$ cat src/rtl/sa_request_arbiter.sv
// Switch-allocator request arbiter. Input buffers compete round-robin for the
// single allocator request path. The allocator's registered response (one
// cycle later) moves the winner to GRANTED, or to BACKOFF on a failure.

// Per-buffer request FSM: IDLE -> PENDING -> GRANTED | BACKOFF -> IDLE
module sa_arb_lane #(
  parameter int RETRY_DELAY = 2,
  parameter int CW          = 2
) (
  input  logic clk,
  input  logic n_rst,
  input  logic i_req_valid,
  input  logic i_issue,
  input  logic i_resp_hit,
  input  logic i_resp_failed,
  output logic o_idle,
  output logic o_granted
);
  localparam logic [1:0] S_IDLE  = 2'd0;
  localparam logic [1:0] S_PEND  = 2'd1;
  localparam logic [1:0] S_BACK  = 2'd2;
  localparam logic [1:0] S_GRANT = 2'd3;

  // Backoff counts RETRY_DELAY-1 down to 0, leaving RETRY_DELAY idle cycles.
  localparam int            RD_M1    = (RETRY_DELAY > 0) ? RETRY_DELAY - 1 : 0;
  localparam logic [CW-1:0] CNT_INIT = CW'(RD_M1);

  logic [1:0]    r_state;
  logic [CW-1:0] r_cnt;

  // State and backoff counter update
  always_ff @(posedge clk or negedge n_rst) begin
    if (!n_rst) begin
      r_state <= S_IDLE;
      r_cnt   <= '0;
    end else begin
      case (r_state)
        S_IDLE:  if (i_issue) r_state <= S_PEND;
        S_PEND: begin
          if (i_resp_hit) begin
            if (!i_resp_failed)
              // If the buffer already let go, the allocator frees the slot itself.
              r_state <= i_req_valid ? S_GRANT : S_IDLE;
            else if (RETRY_DELAY > 0) begin
              r_state <= S_BACK;
              r_cnt   <= CNT_INIT;
            end else
              r_state <= S_IDLE;
          end
        end
        S_BACK: begin
          if (!i_req_valid || r_cnt == '0) begin
            r_state <= S_IDLE;
            r_cnt   <= '0;
          end else
            r_cnt <= r_cnt - 1'b1;
        end
        S_GRANT: if (!i_req_valid) r_state <= S_IDLE;
        default: r_state <= S_IDLE;
      endcase
    end
  end

  assign o_idle    = (r_state == S_IDLE);
  assign o_granted = (r_state == S_GRANT);
endmodule

module sa_request_arbiter #(
  parameter  int NUM_BUFFERS  = 4,
  parameter  int NUM_OUTPORTS = 4,
  parameter  int NUM_VCS      = 2,
  parameter  int RETRY_DELAY  = 2,
  localparam int BW = $clog2(NUM_BUFFERS) + (NUM_BUFFERS == 1),
  localparam int PW = $clog2(NUM_OUTPORTS) + (NUM_OUTPORTS == 1),
  localparam int VW = $clog2(NUM_VCS) + (NUM_VCS == 1),
  localparam int CW = $clog2(RETRY_DELAY + 1) + (RETRY_DELAY == 0)
) (
  input  logic                            clk,
  input  logic                            n_rst,
  input  logic [NUM_BUFFERS-1:0]          req_valid,
  input  logic [NUM_BUFFERS-1:0][PW-1:0]  req_egress_port,
  input  logic [NUM_BUFFERS-1:0][VW-1:0]  req_vc,
  output logic [NUM_BUFFERS-1:0]          req_granted,
  output logic                            sa_valid,
  output logic [BW-1:0]                   sa_ingress_port,
  output logic [PW-1:0]                   sa_egress_port,
  output logic [VW-1:0]                   sa_final_vc,
  input  logic                            resp_valid,
  input  logic [BW-1:0]                   resp_ingress_port,
  input  logic                            resp_failed
);
  logic [BW-1:0]          r_rr_ptr;
  logic [NUM_BUFFERS-1:0] w_idle;
  logic [NUM_BUFFERS-1:0] w_elig;
  logic                   w_found;
  logic [BW-1:0]          w_win;

  for (genvar g = 0; g < NUM_BUFFERS; g++) begin : g_lane
    sa_arb_lane #(.RETRY_DELAY(RETRY_DELAY), .CW(CW)) u_lane (
      .clk           (clk),
      .n_rst         (n_rst),
      .i_req_valid   (req_valid[g]),
      .i_issue       (w_found && (w_win == BW'(g))),
      .i_resp_hit    (resp_valid && (resp_ingress_port == BW'(g))),
      .i_resp_failed (resp_failed),
      .o_idle        (w_idle[g]),
      .o_granted     (req_granted[g])
    );
  end

  // Gate with reset so nothing issues while the FSMs are held in reset.
  assign w_elig = req_valid & w_idle & {NUM_BUFFERS{n_rst}};

  // Round-robin scan from r_rr_ptr upward, wrapping; first eligible wins
  always_comb begin
    int idx;
    w_found = 1'b0;
    w_win   = '0;
    idx     = 0;
    for (int i = 0; i < NUM_BUFFERS; i++) begin
      idx = int'(r_rr_ptr) + i;
      if (idx >= NUM_BUFFERS) idx = idx - NUM_BUFFERS;
      if (!w_found && w_elig[idx]) begin
        w_found = 1'b1;
        w_win   = BW'(idx);
      end
    end
  end

  assign sa_valid        = w_found;
  assign sa_ingress_port = w_found ? w_win : '0;
  assign sa_egress_port  = w_found ? req_egress_port[w_win] : '0;
  assign sa_final_vc     = w_found ? req_vc[w_win] : '0;

  // Pointer moves past the winner on every issue, holds otherwise
  always_ff @(posedge clk or negedge n_rst) begin
    if (!n_rst)
      r_rr_ptr <= '0;
    else if (w_found)
      r_rr_ptr <= (w_win == BW'(NUM_BUFFERS - 1)) ? '0 : w_win + 1'b1;
  end
endmodule

$ cat config.mk
export PLATFORM = sky130hd
export DESIGN_NAME = sa_request_arbiter
export DESIGN_NICKNAME = d
export VERILOG_FILES = /design/src/rtl/sa_request_arbiter.sv
export SDC_FILE = /design/constraint.sdc
export NUM_CORES = 1
export LEC_CHECK = 0
export ABC_AREA = 1
export CORE_ASPECT_RATIO = 0.7
export CORE_MARGIN = 3
export CORE_UTILIZATION = 32
export CTS_BUF_LIST = sky130_fd_sc_hd__clkbuf_8 sky130_fd_sc_hd__clkbuf_16
export CTS_CLUSTER_SIZE = 25
export DETAILED_ROUTE_END_ITERATION = 6
export GPL_TIMING_DRIVEN = 0
export PLACE_DENSITY_LB_ADDON = 0.08
export SKIP_CTS_REPAIR_TIMING = 1
export SYNTH_ARGS = -nofsm -noshare
export SYNTH_HDL_FRONTEND = slang
export SYNTH_HIERARCHICAL = 1
export SYNTH_SLANG_ARGS = --single-unit
$ cat constraint.sdc
create_clock -name clk -period 2.95 [get_ports clk]
set_clock_uncertainty 0.2 [all_clocks]
set_input_delay 0.59 -clock clk [delete_from_list [all_inputs] [get_ports clk]]
set_output_delay 0.59 -clock clk [all_outputs]
set_load 0.01 [all_outputs]
==> flow_summary.yaml, run 1 <==
global_route:
  grt_usage: 0.134
  grt_pass1_wl_mm: 7.69
  grt_pass1_vias: 1625
  grt_max_degree: 25
  antenna_found_initial: 0
  overflow: 0
die:
  die_area_sq_um: 6720
  num_rows: 22
  ioPinCount: 32
  die_h_um: 69.5
  core_sq_um: 5400
  initial_core_util: 0.341
  die_w_um: 96.7
route:
  wl_per_cell_um: 12.1
  via_per_inst: 4.59
  num_vias: 1929
  drt-pass1-iter-count: 4
  drt-total-wl_mm: 5.08
  drc: 0
  first_iter_violations: 61
  antenna_left: 0
setup_path:
  start_kind: "flop"
  path_max_fanout: 5
  worst-setup-path-type: "reg2out"
  crit_path_end_kind: "primary output"
  critPathArrivalTime_ps: 2230
  crit_required_ps: 2160
synth:
  synth_fa_ha_area_frac: 0.0543
  syn_area_sq_um: 1840
  synthFlopType: "dfrtp_1"
  synth.most_common_cell: "nand2_1"
  synth_area_leaders: "dfrtp_1, nand2_1, inv_1"
  synth_compound_area_frac: 0.109
  synth_top_family_by_area: "simple AND/OR/NAND/NOR gates"
  synth_edf_count: 0
  yosys.area.top_type_share: 0.245
  async_reset_ff_frac: 1.00
  muxShareOfSynthArea: 0
  yosys_warnings: 6
  yosysSeqAreaShare: 0.245
  synth-xor-area-share: 0
  synth_simple_gate_area_frac: 0.430
  synth.largest_area_cell: "dfrtp_1"
  synth_seq_cells: 18
  synthDistinctLibCells: 25
  avgSynthCellArea_sq_um: 6.42
  synth_cells: 287
  syn-num-nets: 317
  synthTopCellsByCount: "nand2_1, inv_1, nand3_1"
sta:
  hold_slack_ps: 328
  fin_setup_tns_ps: -175
  timing.fmax_mhz: 331
  fin_crit_ps: 3020
  slew_headroom: 0.385
  worst_pin_slew_ps: 919
  setup_viol: 3
  timing.final.ws_setup_ps: -73.8
  hold_viol: 0
  timing.final.crit_share: 1.03
  maxSlewViolCount: 0
  grt_setup_unrepaired: "yes"
cells_and_area:
  final_layout_size_suffix_gt1_frac: 0.391
  syn_to_final_growth_pct: 47.8
  num_antenna_cells: 0
  nNetsFinal: 380
  stdcell_count: 420
  seqCellArea_sq_um: 462
  fill_cells: 544
  post-route-cell-area_sq_um: 2720
  multi_input_area_sq_um: 1290
placement:
  portBuffers: 31
  place_hpwl_mm: 3.35
  place_area_sq_um: 2240
  dp_cells: 390
  gp_congestion: 0.778
cts:
  cts_tree: "built"
  root_buffer: "clkbuf_8"
  clk_latency_ps: 260
  clock-sinks: 18
  cts_made_buffers: 3
  clk_pin_slew_worst_paths_ps: 70
  htreeDepth: 1
  clock_path_buffers: 2
power:
  p_comb_frac: 0.828
  p_switching_mw: 1.89
  p_per_area_nw_per_um2: 1390
  power.internal_mw: 1.89
  switching_share: 0.500
  seqPwrFrac: 0.125
  leakage_nw: 1.44
  peakVddDrop_v: 0.000541
  clkPwrFrac: 0.047
  finalPower_mw: 3.78
status:
  violations: "negative setup slack"
  outcome: "complete, but fails checks"
min_path:
  hp-class: "reg2reg"
job:
  maxCapViolations: 0
registers in the layout (all words and copies together) (netlist names):
| signal | flops |
|---|---|
| g_lane.u_lane/r_cnt | 8 |
| g_lane.u_lane/r_state | 8 |
| r_rr_ptr | 2 |
power groups by stage:
| stage | logic [mW] | clock network (mW) | registers, mW |
|---|---|---|---|
| 2_1_floorplan | 1.68 | 0 | 0.446 |
| 3_3_place_gp | 2.30 | 0 | 0.472 |
| 3_5_place_dp | 2.31 | 0 | 0.467 |
| 4_1_cts | 2.32 | 0.185 | 0.465 |
| 5_1_grt | 3.49 | 0.201 | 0.489 |
| 6_report | 3.13 | 0.178 | 0.471 |
worst max-delay path, stage by stage (launching register included):
cell      delay, ps
dfrtp_2         450
inv_2           100
nand2_2          60
inv_2            60
nand3_4          90
nand2_4         120
nand2_4          60
o21ai_4         170
nand3_4         120
nand2_4         130
nand2_4          70
buf_8           140
nand2_1          50
nand3_1          60
a21oi_1         130
clkbuf_2        150
metal layers:
metal | GRT usage | up-vias | part of all wire
met5 | 0 | - | 0
met4 | 0.0218 | 0 | 0.0055
met3 | 0.0362 | 4 | 0.046
met2 | 0.183 | 41 | 0.43
met1 | 0.208 | 864 | 0.51
li1 | - | 1020 | -
per-stage QoR:
| stage | worst slack, ps | util |
|---|---|---|
| 2_1_floorplan | 394 | - |
| 3_3_place_gp | -1880 | 0.416 |
| 3_5_place_dp | -1890 | 0.416 |
| 4_1_cts | -1920 | 0.423 |
| 5_1_grt | -228 | 0.505 |
| 6_report | -73.8 | 0.505 |
area by class of cell:
cell class / count / share of cell area
flip-flops and latches: 18 / 0.170
repair buffers: 58 / 0.195
plain buffers: 2 / 0.00965
well taps: 72 / 0.0331
multi-input cells: 195 / 0.472
clock buffers: 3 / 0.0152
inverters: 72 / 0.105
logic make-up after synthesis:
| family | after synthesis |
|---|---|
| compound gates | 32 |
| fa+ha+maj | 8 |
| buf+inv | 74 |
| flops | 18 |
| simple gates | 155 |
worst paths after layout:
| check | start | depth (start not counted) | to | slack [ps] |
|---|---|---|---|---|
| worst min-delay path | g_lane[0].u_lane/r_cnt[1]$_DFFE_PN0P_ | 2 | g_lane[0].u_lane/r_cnt[1]$_DFFE_PN0P_ | 330 |
| min in group asynchronous | n_rst | 2 | g_lane[2].u_lane/r_cnt[0]$_DFFE_PN0P_ | 890 |
| worst max-delay path | g_lane[2].u_lane/r_state[0]$_DFFE_PN0P_ | 15 | sa_final_vc | -70 |
| worst min register to register | g_lane[0].u_lane/r_cnt[1]$_DFFE_PN0P_ | 2 | g_lane[0].u_lane/r_cnt[1]$_DFFE_PN0P_ | 330 |
| max in group asynchronous | n_rst | 2 | g_lane[1].u_lane/r_state[0]$_DFFE_PN0P_ | 1030 |
| worst max register to register | g_lane[2].u_lane/r_state[0]$_DFFE_PN0P_ | 19 | g_lane[3].u_lane/r_state[0]$_DFFE_PN0P_ | 210 |
cells in the final DEF, fill, tap and decap left out, types with 2 or more instances in the layout:
cell type and count:
inv_1 48, nand2_1 42, buf_4 24, nand3_1 22, nand2_2 21, clkdlybuf4s50_1 20
inv_2 19, nor2_1 14, nand2_4 10, nand3_2 9, dfrtp_1 9, dfrtp_2 9
nor3_1 8, ha_1 8, nor2_2 8, o21ai_1 7, nand4_1 6, nand3b_1 6
a21oi_1 6, o211ai_1 5, dlymetal6s2s_1 5, buf_6 4, nand3_4 4, nor2_4 4
inv_4 4, o21ai_0 4, o21ai_2 4, a21oi_2 3, clkbuf_8 3, o21ai_4 2
clkbuf_2 2, buf_2 2
No activity file was read; power rests on OpenSTA's default activity.
==> inputs of run 2 (changes only) <==
CORE_ASPECT_RATIO = 1.5   (was 0.7)
SLEW_MARGIN = 20   (was default)
==> flow_summary.yaml, run 2 (synthesis gave the netlist of run 1 again) <==
status:
  outcome: "complete, but fails checks"
  violations: "negative setup slack"
die:
  die_area_sq_um: 6720
  ioPinCount: 32
  core_sq_um: 5530
  die_h_um: 98.9
  die_w_um: 67.9
  initial_core_util: 0.333
  num_rows: 33
min_path:
  hp-class: "reg2reg"
cells_and_area:
  num_antenna_cells: 0
  most-common-layout-cells: "inv_1, nand2_1, nand3_1"
  fill_cells: 575
  seqCellArea_sq_um: 460
  largestRegisters: "g_lane.u_lane/r_cnt: 8 flops, g_lane.u_lane/r_state: 8 flops, r_rr_ptr: 2 flops"
  nNetsFinal: 381
  final_layout_size_suffix_gt1_frac: 0.389
  multi_input_area_sq_um: 1260
  final_common_cell: "inv_1"
  utilization: 0.492
  syn_to_final_growth_pct: 47.7
placement:
  gp_congestion: 0.812
  portBuffers: 31
  place_hpwl_mm: 3.53
global_route:
  busiest_layer: "met2"
  use_met2: 0.256
  grt_pass1_vias: 1752
  use_met3: 0.0103
  met1_usage: 0.158
  grt_pass1_wl_mm: 7.38
  grt_usage: 0.138
  grt_max_degree: 25
  overflow: 0
  antenna_found_initial: 0
setup_path:
  start_kind: "flop"
  crit_required_ps: 2160
  reg2reg_slack_ps: 250
  worst-setup-path-type: "reg2out"
  crit_path_end_kind: "primary output"
  critPathArrivalTime_ps: 2190
  path_max_fanout: 5
cts:
  cts_tree: "built"
  root_buffer: "clkbuf_8"
  clk_latency_ps: 250
  cts_made_buffers: 3
  htreeDepth: 1
  clock_path_buffers: 2
  clk_pin_slew_worst_paths_ps: 80
  clock-sinks: 18
sta:
  timing.final.ws_setup_ps: -26.2
  slew_headroom: 0.404
  timing.final.crit_share: 1.01
  grt_setup_unrepaired: "yes"
  maxSlewViolCount: 0
  fin_crit_ps: 2980
  worst_pin_slew_ps: 891
  setup_viol: 2
  hold_viol: 0
  hold_slack_ps: 321
  timing.fmax_mhz: 336
route:
  first_iter_violations: 75
  wl_per_cell_um: 11.7
  num_vias: 1962
  drc: 0
  drt-pass1-iter-count: 4
  via_per_inst: 4.67
  drt-total-wl_mm: 4.90
  antenna_left: 0
power:
  p_per_area_nw_per_um2: 1350
  peakVddDrop_v: 0.000967
  leakage_nw: 1.43
  finalPower_mw: 3.68
job:
  maxCapViolations: 0
run 2: cell types whose count changed in the layout (fill, tap and decap cells not counted), sizes merged:
| cell | change |
|---|---|
| dlymetal6s2s | -1 |
| clkbuf | +1 |
| buf | +2 |
run 2: power by group:
group / switching, mW / internal (mW) / leakage, nW / total (mW)
sequential: 0.102 / 0.369 / 0.215 / 0.470
combinational: 1.62 / 1.38 / 1.18 / 3.00
clock: 0.0883 / 0.119 / 0.0288 / 0.207
run 2: final timing paths:
check | start | to | depth (start not counted)
setup / recovery | g_lane[2].u_lane/r_state[1]$_DFFE_PN0P_ | sa_egress_port[0] | 17
hold / removal | g_lane[3].u_lane/r_cnt[1]$_DFFE_PN0P_ | g_lane[3].u_lane/r_cnt[1]$_DFFE_PN0P_ | 2
setup reg to reg | g_lane[2].u_lane/r_state[1]$_DFFE_PN0P_ | g_lane[3].u_lane/r_state[1]$_DFFE_PN0P_ | 22
hold reg to reg | g_lane[3].u_lane/r_cnt[1]$_DFFE_PN0P_ | g_lane[3].u_lane/r_cnt[1]$_DFFE_PN0P_ | 2
max in group asynchronous | n_rst | g_lane[3].u_lane/r_state[1]$_DFFE_PN0P_ | 2
min in group asynchronous | n_rst | g_lane[2].u_lane/r_cnt[0]$_DFFE_PN0P_ | 2
run 2: worst max-delay path, stage by stage (launching register included):
cell,delay [ps]
dfrtp_2,430
inv_4,50
nand2_2,70
inv_2,50
nand3_4,70
nand2_4,70
buf_6,120
nand3_4,60
nand2_4,70
nor2_8,120
nand3_4,110
nand2_4,110
nand2_4,70
buf_8,130
nand2_2,50
nand3_2,60
a21oi_2,130
buf_2,140
run 2: layout make-up:
type,instances,area share
multi-input cells,195,0.465
repair buffers,59,0.200
flip-flops and latches,18,0.169
inverters,72,0.104
well taps,70,0.0322
clock buffers,4,0.0202
plain buffers,2,0.00966
run 2: routing by layer:
layer / vias up / part of all wire
met4: 0 / 0.013
met2: 27 / 0.57
li1: 1027 / -
met1: 904 / 0.39
met3: 4 / 0.028
met5: - / 0
run 2: stage by stage:
step / cells / setup WS (ps) / TNS [ps] / area (sq um)
3_3_place_gp: 388 / -1920 / -21850 / 2240
5_1_grt: 420 / -183 / -610 / 2720
6_report: 420 / -26.2 / -33.9 / 2720
3_5_place_dp: 388 / -1010 / -8020 / 2230
4_1_cts: 392 / -1040 / -5840 / 2290
2_1_floorplan: 287 / 394 / 0 / 1840
==> inputs of run 3 (changes only) <==
CORE_MARGIN = 5   (was 3)
==> flow_summary.yaml, run 3 (synthesis gave the netlist of run 1 again) <==
setup_path:
  crit_top_cell: "nand2_4"
  cp_slowest_cell: "dfrtp_2"
  reg2reg_slack_ps: 350
  reg2regPathDepth: 19
  start_kind: "flop"
  crit_path_end_kind: "primary output"
  path_max_fanout: 6
  cp_num_buf_inv: 4
  slowest_delay_ps: 440
  crit_path_cell_trace: "inv_2 -> nand2_4 -> inv_2 -> nand3_4 -> nand2_4 -> nand2_4 -> o21ai_4 -> nand3_4 -> nand2_4 -> nand2_4 -> buf_8 -> nand2_2 -> nand3_2 -> a21oi_2 -> buf_2"
  path_delay_family: "simple AND/OR/NAND/NOR gates"
  r2r-start: "g_lane[2].u_lane/r_state[0]$_DFFE_PN0P_"
  reg2reg_to: "g_lane[3].u_lane/r_state[1]$_DFFE_PN0P_"
  critPathArrivalTime_ps: 2220
  crit_required_ps: 2160
  worst-setup-path-type: "reg2out"
sta:
  slew_headroom: 0.384
  worst_pin_slew_ps: 920
  timing.final.crit_share: 1.02
  timing.final.ws_setup_ps: -56.3
  timing.fmax_mhz: 333
  hold_viol: 0
  maxSlewViolCount: 0
  setup_viol: 3
  fin_setup_tns_ps: -121
  fin_crit_ps: 3010
  grt_setup_unrepaired: "yes"
job:
  maxCapViolations: 0
global_route:
  antenna_found_initial: 0
  overflow: 0
  grt_usage: 0.130
  grt_pass1_vias: 1808
  grt_pass1_wl_mm: 7.80
  grt_max_degree: 25
die:
  die_h_um: 103
  initial_core_util: 0.333
  num_rows: 33
  core_sq_um: 5530
  die_w_um: 71.9
  ioPinCount: 32
  die_area_sq_um: 7400
power:
  p_per_area_nw_per_um2: 1370
  peakVddDrop_v: 0.00100
  leakage_nw: 1.44
cells_and_area:
  nNetsFinal: 381
  seqCellArea_sq_um: 462
  stdcell_count: 420
  largestRegisters: "g_lane.u_lane/r_cnt: 8 flops, g_lane.u_lane/r_state: 8 flops, r_rr_ptr: 2 flops"
  utilization: 0.494
  most-common-layout-cells: "inv_1, nand2_1, nand2_2, buf_4, inv_2"
  final_layout_size_suffix_gt1_frac: 0.409
  syn_to_final_growth_pct: 48.5
  final_common_cell: "inv_1"
  num_antenna_cells: 0
  fill_cells: 582
  multi_input_area_sq_um: 1280
placement:
  place_hpwl_mm: 3.56
  dp_cells: 388
  portBuffers: 31
  gp_congestion: 0.803
cts:
  root_buffer: "clkbuf_8"
  clock-sinks: 18
  clk_pin_slew_worst_paths_ps: 80
  clock_path_buffers: 2
  cts_made_buffers: 3
  clk_latency_ps: 260
  htreeDepth: 1
  cts_tree: "built"
status:
  outcome: "complete, but fails checks"
  violations: "negative setup slack"
route:
  wl_per_cell_um: 11.8
  via_per_inst: 4.69
  drt-total-wl_mm: 4.94
  drc: 0
  num_vias: 1969
  first_iter_violations: 29
  drt-pass1-iter-count: 4
  antenna_left: 0
min_path:
  hold_path_end: "g_lane[0].u_lane/r_cnt[1]$_DFFE_PN0P_"
  hp-class: "reg2reg"
  min_path_cells: 2
  hp-start: "g_lane[0].u_lane/r_cnt[1]$_DFFE_PN0P_"
-- run 3: final cells by class --
cell class	instances	area share
Buffer	2	0.00961
Clock buffer	4	0.0201
Inverter	72	0.102
Multi-Input combinational cell	195	0.469
Sequential cell	18	0.169
Tap cell	70	0.0320
Timing Repair Buffer	59	0.199
-- run 3: per-stage QoR --
| step | hold WS [ps] | total power, mW | instance area, sq um | worst slack [ps] |
|---|---|---|---|---|
| 2_1_floorplan | 94.4 | 2.12 | 1840 | 394 |
| 3_3_place_gp | 307 | 2.79 | 2240 | -1890 |
| 3_5_place_dp | 309 | 2.79 | 2230 | -1040 |
| 4_1_cts | 121 | 3.03 | 2290 | -1050 |
| 5_1_grt | 368 | 4.11 | 2740 | -190 |
| 6_report | 319 | 3.74 | 2740 | -56.3 |
-- run 3: metal layers --
metal / up-vias / routed length, um / global-route usage
met2: 35 / 2780 / 0.251
met3: 4 / 147 / 0.0137
met4: 0 / 45 / 0.0449
li1: 1024 / - / -
met5: - / 0 / 0
met1: 906 / 1970 / 0.144
-- run 3: worst max-delay path by stage --
stage / startpoint / endpoint / depth (start not counted)
final: g_lane[2].u_lane/r_state[0]$_DFFE_PN0P_ / sa_egress_port[0] / 15
after detailed placement: req_valid[2] / sa_egress_port[0] / 12
after CTS: req_valid[2] / sa_egress_port[0] / 12
after global routing: g_lane[2].u_lane/r_state[1]$_DFFE_PN0P_ / sa_egress_port[0] / 15
after floorplan: req_valid[0] / sa_final_vc / 12
after global placement: n_rst / sa_egress_port[0] / 12
-- run 3: power by group --
group	internal (mW)	total, mW	switching, mW
Combinational	1.41	3.05	1.64
Clock	0.119	0.210	0.0915
Sequential	0.370	0.474	0.104
Total	1.90	3.74	1.84
-- run 3: worst min-delay path, cell delays in order (launching register included) --
cell     delay [ps]
dfrtp_1         350
nand3_1          70
o21ai_1          70
